File: src/rtl/instr_fetch.sv
// Fetch stage: issues a two-word imem read and presents {opcode,imm} over valid/ready.
// Optional FETCH_TIMEOUT_EN adds a WAIT watchdog that raises a sticky fetch_err.
module instr_fetch #(
  parameter logic [15:0] RESET_PC = 16'h0000,
  parameter int unsigned TIMEOUT  = 16
) (
  input  logic        clk,
  input  logic        rst,
  input  logic [31:0] next_pointer,
  output logic        imem_req,
  output logic [15:0] imem_addr0,
  output logic [15:0] imem_addr1,
  input  logic        imem_gnt,
  input  logic        imem_rvalid,
  input  logic [15:0] imem_rdata0,
  input  logic [15:0] imem_rdata1,
  output logic        instr_valid,
  input  logic        instr_ready,
  output logic [31:0] instruction,
  output logic [31:0] instr_pointer,
  output logic        fetch_err
);

  typedef enum logic [1:0] {
    S_REQ,
    S_WAIT,
    S_HOLD
  } state_t;

  state_t      state_q, state_d;
  logic [15:0] pc_q, pc_d;
  logic [15:0] pc1_q, pc1_d;
  logic        req_q, req_d;
  logic        valid_q, valid_d;
  logic [31:0] instr_q, instr_d;

`ifdef FETCH_TIMEOUT_EN
  localparam int CW = $clog2(TIMEOUT + 1);
  logic [CW-1:0] cnt_q, cnt_d;
  logic          err_q, err_d;
`endif

  always_comb begin
    state_d = state_q;
    pc_d    = pc_q;
    pc1_d   = pc1_q;
    req_d   = req_q;
    valid_d = valid_q;
    instr_d = instr_q;
`ifdef FETCH_TIMEOUT_EN
    cnt_d   = cnt_q;
    err_d   = err_q;
`endif
    unique case (state_q)
      S_REQ: begin
        // A grant only counts while the request is actually visible.
        if (req_q && imem_gnt) begin
          state_d = S_WAIT;
          req_d   = 1'b0;
`ifdef FETCH_TIMEOUT_EN
          cnt_d   = '0;
`endif
        end else begin
          req_d = 1'b1;
        end
      end
      S_WAIT: begin
        if (imem_rvalid) begin
          state_d = S_HOLD;
          valid_d = 1'b1;
          instr_d = {imem_rdata0, imem_rdata1};
        end
`ifdef FETCH_TIMEOUT_EN
        else if (cnt_q == CW'(TIMEOUT - 1)) begin
          err_d   = 1'b1;
          state_d = S_REQ;
          req_d   = 1'b1;
        end else begin
          cnt_d = cnt_q + CW'(1);
        end
`endif
      end
      S_HOLD: begin
        if (instr_ready) begin
          state_d = S_REQ;
          valid_d = 1'b0;
          req_d   = 1'b1;
          pc_d    = next_pointer[31:16];
          pc1_d   = next_pointer[15:0];
        end
      end
      default: state_d = S_REQ;
    endcase
  end

  always_ff @(posedge clk) begin
    if (rst) begin
      state_q <= S_REQ;
      pc_q    <= RESET_PC;
      pc1_q   <= RESET_PC + 16'd1;
      req_q   <= 1'b0;
      valid_q <= 1'b0;
      instr_q <= '0;
`ifdef FETCH_TIMEOUT_EN
      cnt_q   <= '0;
      err_q   <= 1'b0;
`endif
    end else begin
      state_q <= state_d;
      pc_q    <= pc_d;
      pc1_q   <= pc1_d;
      req_q   <= req_d;
      valid_q <= valid_d;
      instr_q <= instr_d;
`ifdef FETCH_TIMEOUT_EN
      cnt_q   <= cnt_d;
      err_q   <= err_d;
`endif
    end
  end

  assign imem_req      = req_q;
  assign imem_addr0    = pc_q;
  assign imem_addr1    = pc1_q;
  assign instr_valid   = valid_q;
  assign instruction   = instr_q;
  assign instr_pointer = {16'h0000, pc_q};

`ifdef FETCH_TIMEOUT_EN
  assign fetch_err = err_q;
`else
  logic unused_cfg;
  assign unused_cfg = (TIMEOUT == 0);
  assign fetch_err  = 1'b0;
`endif

endmodule

File: config.mk
export PLATFORM = sky130hd
export DESIGN_NAME = instr_fetch
export DESIGN_NICKNAME = d
export VERILOG_FILES = /design/src/rtl/instr_fetch.sv
export SDC_FILE = /design/constraint.sdc
export NUM_CORES = 1
export LEC_CHECK = 0
export ABC_AREA = 0
export CAP_MARGIN = 20
export CORE_UTILIZATION = 34
export CTS_BUF_LIST = sky130_fd_sc_hd__clkbuf_16
export DETAILED_ROUTE_END_ITERATION = 7
export PLACE_DENSITY = 0.87
export SYNTH_ARGS = -nofsm -noshare
export SYNTH_HDL_FRONTEND = slang
export SYNTH_SLANG_ARGS = --single-unit
File: constraint.sdc
create_clock -name clk -period 1.1 [get_ports clk]
set_input_delay 0.22 -clock clk [delete_from_list [all_inputs] [get_ports clk]]
set_output_delay 0.22 -clock clk [all_outputs]
set_load 0.03 [all_outputs]
# After elaboration in Yosys (flattened, before gate mapping)
# Index checks and enable logic that the tools add are counted.
[classes]
eq_ne = 5
n_mux = 10
reduce_logical = 9
[ops]
columns = ["op", "count"]
rows = [
  ["2-bit 2-to-1 mux", 3],
  ["2-bit inequality test (second input constant)", 3],
  ["2-bit case mux with 3 select lines", 1],
  ["2-bit AND reduction", 3],
  ["3-bit AND reduction", 2],
  ["1-bit 2-to-1 mux", 4],
  ["1-bit case mux with 2 select lines", 2],
  ["2-bit nonzero test", 2],
  ["2-bit by 1-bit == test with 1-bit output (second input constant)", 1],
  ["2-bit == test (second input constant)", 1],
  ["2-bit zero test", 1],
  ["1-bit logical AND", 1],
]
[totals]
word_cells = 30
reg_bits = 68

# Longest topological paths before layout
[logic_depth]
ltp_word = 3
depth_mapped = 6

# Worst setup path before layout
# Ideal clock, no wire load.
[synth_path]
path_type = "register -> register"
start = "register state_q[1]"
end = "register state_q[1]"
path_buffers = 3
setup_slack_ns = -0.029
t_arrival_ns = 0.990
path_stages_with_launch = 7
period_less_slack_ns = 1.129
required_ns = 0.961
path_cell_list = "dfxtp_1 buf_6 and3b_1 buf_4 buf_6 a21oi_1 nor2_1"
[synth_via]
elab_chain_len = 3
word_cells_on_any_way = 8
[synth_lines]
columns = ["item", "line", "source"]
rows = [
  ["start: declaration", "30", "state_t state_q, state_d;"],
  ["start signal: assignment", "109", "state_q <= state_d;"],
  ["2-bit == test (tied with other cells)", "54", "unique case (state_q)"],
  ["2-bit inequality test (no line)", "-", ""],
  ["3-bit AND reduction (no line)", "-", ""],
]
# Parallel ways exist; a longest one is shown, timed or not.
# A chain may end at the register's enable or synchronous reset.

# Worst setup path in the final report
[layout_path]
start = "input instr_ready"
end = "register pc_q[9], in the netlist imem_addr0[9]"
[layout_via]
elab_chain_len = 1
[layout_lines]
columns = ["item", "line", "source"]
rows = [
  ["start: declaration", "18", "input logic instr_ready,"],
  ["2-bit AND reduction (no line)", "-", ""],
  ["end signal: assignment", "110", "pc_q <= pc_d;"],
  ["end: declaration", "31", "logic [15:0] pc_q, pc_d;"],
]
# Every way passes these cells.

==> flow_summary.ini <==
[grt]
antenna_found_initial = 0
grt_overflow_total = 0
grt_pass1_vias = 2495
grt_util_all_layers = 0.1613
grt_max_degree = 34
grt_pass1_wl_um = 11030

[hold_path]
hold_depth = 3
worst_hold_path.endpoint = instruction[7]$_SDFFE_PP0P_
min_path_type = input pin to register
min-delay-start = rst

[floorplan]
start_util = 0.3588
rows = 32
die_height_um = 93.24
core_area_sq_um = 7888
die_area_sq_um = 8693
fp.dieW_um = 93.24
io_pins = 168

[flow_run]
maxCapViolCount = 0

[routing]
dr.pass1.iters = 4
viasPerCell = 4.477
antenna_left = 0
drt_iter0_drc = 96
vias = 2601
post_drt_wl_per_cell_um = 13.09
drt_wl_total_um = 7604
drc_errors = 0

[power]
worst_ir_drop_vdd_mv = 0.9083
sequentialPowerShare = 0.417
p_leak_nw = 1.859
p_clk_frac = 0.451
power.density_nw_per_um2 = 1321
power_switching_share = 0.2410
p_int_mw = 4.659
p_switching_mw = 1.479
combinationalPowerShare = 0.132

[clocking]
cts_hold_buf = 0
cts_tree = built
clockBufferDepth = 2
numClockSinks = 68
cts_buffers = 9
ctsHtreeMaxLevel = 3
clock_latency_ns = 0.32
cts-root-buf = clkbuf_16
cts.reportedPaths.clkPinSlew_ns = 0.06

[synth]
avgSynthCellArea_sq_um = 8.398
syn_inst = 337
syn_area_sq_um = 2830
ys.warnings.count = 0
synth_seq_cells = 68
synth.distinct_cells = 19
synth_seq_area_share = 0.4810

[sta]
grt_setup_unrepaired = true
worst_slack_ns = -0.05700
hold_viol = 0
fin_crit_sh = 1.052
finalCriticalPeriod_ns = 1.157
maxSlewViolCount = 0
clock.fmax_mhz = 864.3
skew_ns = 0.004228
setup_viol = 17

[placed_design]
dp_slack_ns = -0.3559
routabilityCongestion = 0.7703
hpwl_um = 5314
io_buffers = 150

[finish]
layout_common_cells = 116 x nand2_1, 75 x buf_4, 66 x clkdlybuf4s50_1
finalCoreUtilization = 0.5892
layout-drive-gt1-share = 0.4217
antennaDiodeCount = 0
final_common_cell = nand2_1
area_delta_synth_final_pct = 64.19
fill_cells = 670
final_nets = 543

[outcome]
violations = negative setup slack
status = finished, violations left

[critical_path]
cp.arrival_ns = 1.40
critPathLaunchType = input pin
criticalPathCategory = input pin to register
startpoint = instr_ready
crit_path_end_kind = register
critPathRequiredTime_ns = 1.35
slowest_delay_ns = 0.51
r2r-end = imem_addr0[9]$_SDFFE_PP0P_
cp_max_fo = 8
r2r-start = state_q[0]$_SDFFE_PP0P_
reg2reg_depth = 4
regToRegSetupSlack_ns = -0.05
crit_slowest_cell = clkdlybuf4s50_1
path_cells = clkdlybuf4s50_1 > and3b_2 > clkbuf_16 > nand2_4 > a21oi_2
-- per-layer routing --
layer | wire (um) | global-route usage | part of all wire
met4 | 55 | 0.05128 | 0.0072
met2 | 3985 | 0.2960 | 0.52
met1 | 3094 | 0.1712 | 0.41
met5 | 0 | 0 | 0
met3 | 468 | 0.05691 | 0.062
-- worst max path at each step --
stage | to | cells past startpoint
floorplan | state_q[1]$_SDFFE_PP0P_ | 6
global placement | instruction[6]$_SDFFE_PP0P_ | 5
detailed placement | imem_addr0[11]$_SDFFE_PP0P_ | 5
CTS | imem_addr1[0]$_SDFFE_PP1P_ | 4
global route | imem_addr0[9]$_SDFFE_PP0P_ | 4
finish | imem_addr0[9]$_SDFFE_PP0P_ | 5
-- flip-flops by register name (all words and copies together) (netlist names) --
signal and flops:
instruction 32, imem_addr0 16, imem_addr1 16, state_q 2, imem_req 1, instr_valid 1
-- stage by stage --
stage                     area, sq um  hold WS, ns     TNS, ns  total power [mW]  cells
final                            4647       0.3210     -0.3678             6.139    581
after global routing             4647       0.3102      -2.139             6.372    581
after CTS                        4399       0.3051    -0.06160             6.167    579
after detailed placement         4098       0.4483      -20.64             3.378    563
after global placement           4098       0.4433      -17.64             3.369    563
after floorplan                  2902       0.3472  -0.0004144             3.026    353
-- cells by family after synthesis --
group                  share of synthesized area
muxes                                   0.003978
and+or+nand+nor                           0.1927
AOI/OAI and AO/OA                         0.1729
buffers and inverters                     0.1481
DFF                                       0.4810
other                                   0.001325
-- worst max-delay path, delay by kind of cell --
kind | cells | cell delay, ns
AOI/OAI and AO/OA | 1 | 0.13
and+or+nand+nor | 2 | 0.33
buffers and inverters | 2 | 0.72
-- power groups by stage --
stage	Sequential [mW]	Combinational, mW	Clock, mW
after detailed placement	2.61	0.771	0
after global routing	2.56	0.857	2.95
after CTS	2.55	0.777	2.83
final	2.56	0.811	2.77
after floorplan	2.69	0.334	0
after global placement	2.60	0.765	0
-- Yosys cell counts --
cell type	number	share of area
dfxtp_1	68	0.48
clkbuf_1	6	0.0080
o21a_1	1	0.0027
conb_1	1	0.0013
mux2_2	1	0.0040
a21oi_1	31	0.055
or2_2	1	0.0022
buf_4	35	0.093
nor3_1	3	0.0053
nor2_1	4	0.0053
nand2_1	127	0.17
inv_1	1	0.0013
o21ai_0	1	0.0018
buf_6	8	0.032
buf_2	8	0.014
nand3b_1	2	0.0053
a21oi_2	36	0.11
a31oi_1	1	0.0022
and3b_1	2	0.0062
-- layout make-up --
| cell class | count | area [sq um] | area share |
|---|---|---|---|
| clock buffer | 9 | 225.2 | 0.04847 |
| timing repair buffer | 167 | 1587 | 0.3414 |
| sequential | 68 | 1385 | 0.2981 |
| inverter | 1 | 3.754 | 0.0008078 |
| clock inverter | 7 | 68.82 | 0.01481 |
| tap | 102 | 127.6 | 0.02746 |
| multi-input combinational | 227 | 1250 | 0.2690 |
-- what timing repair did --
action / CTS / global route
hold endpoints to repair: 0 / 0
buffers inserted: 0 / 0
setup endpoints to repair: 71 / 93
cloned: 0 / 2
pin swaps: 0 / 14
resized for setup: 4 / 68
Power figures use the tool's default switching activity.
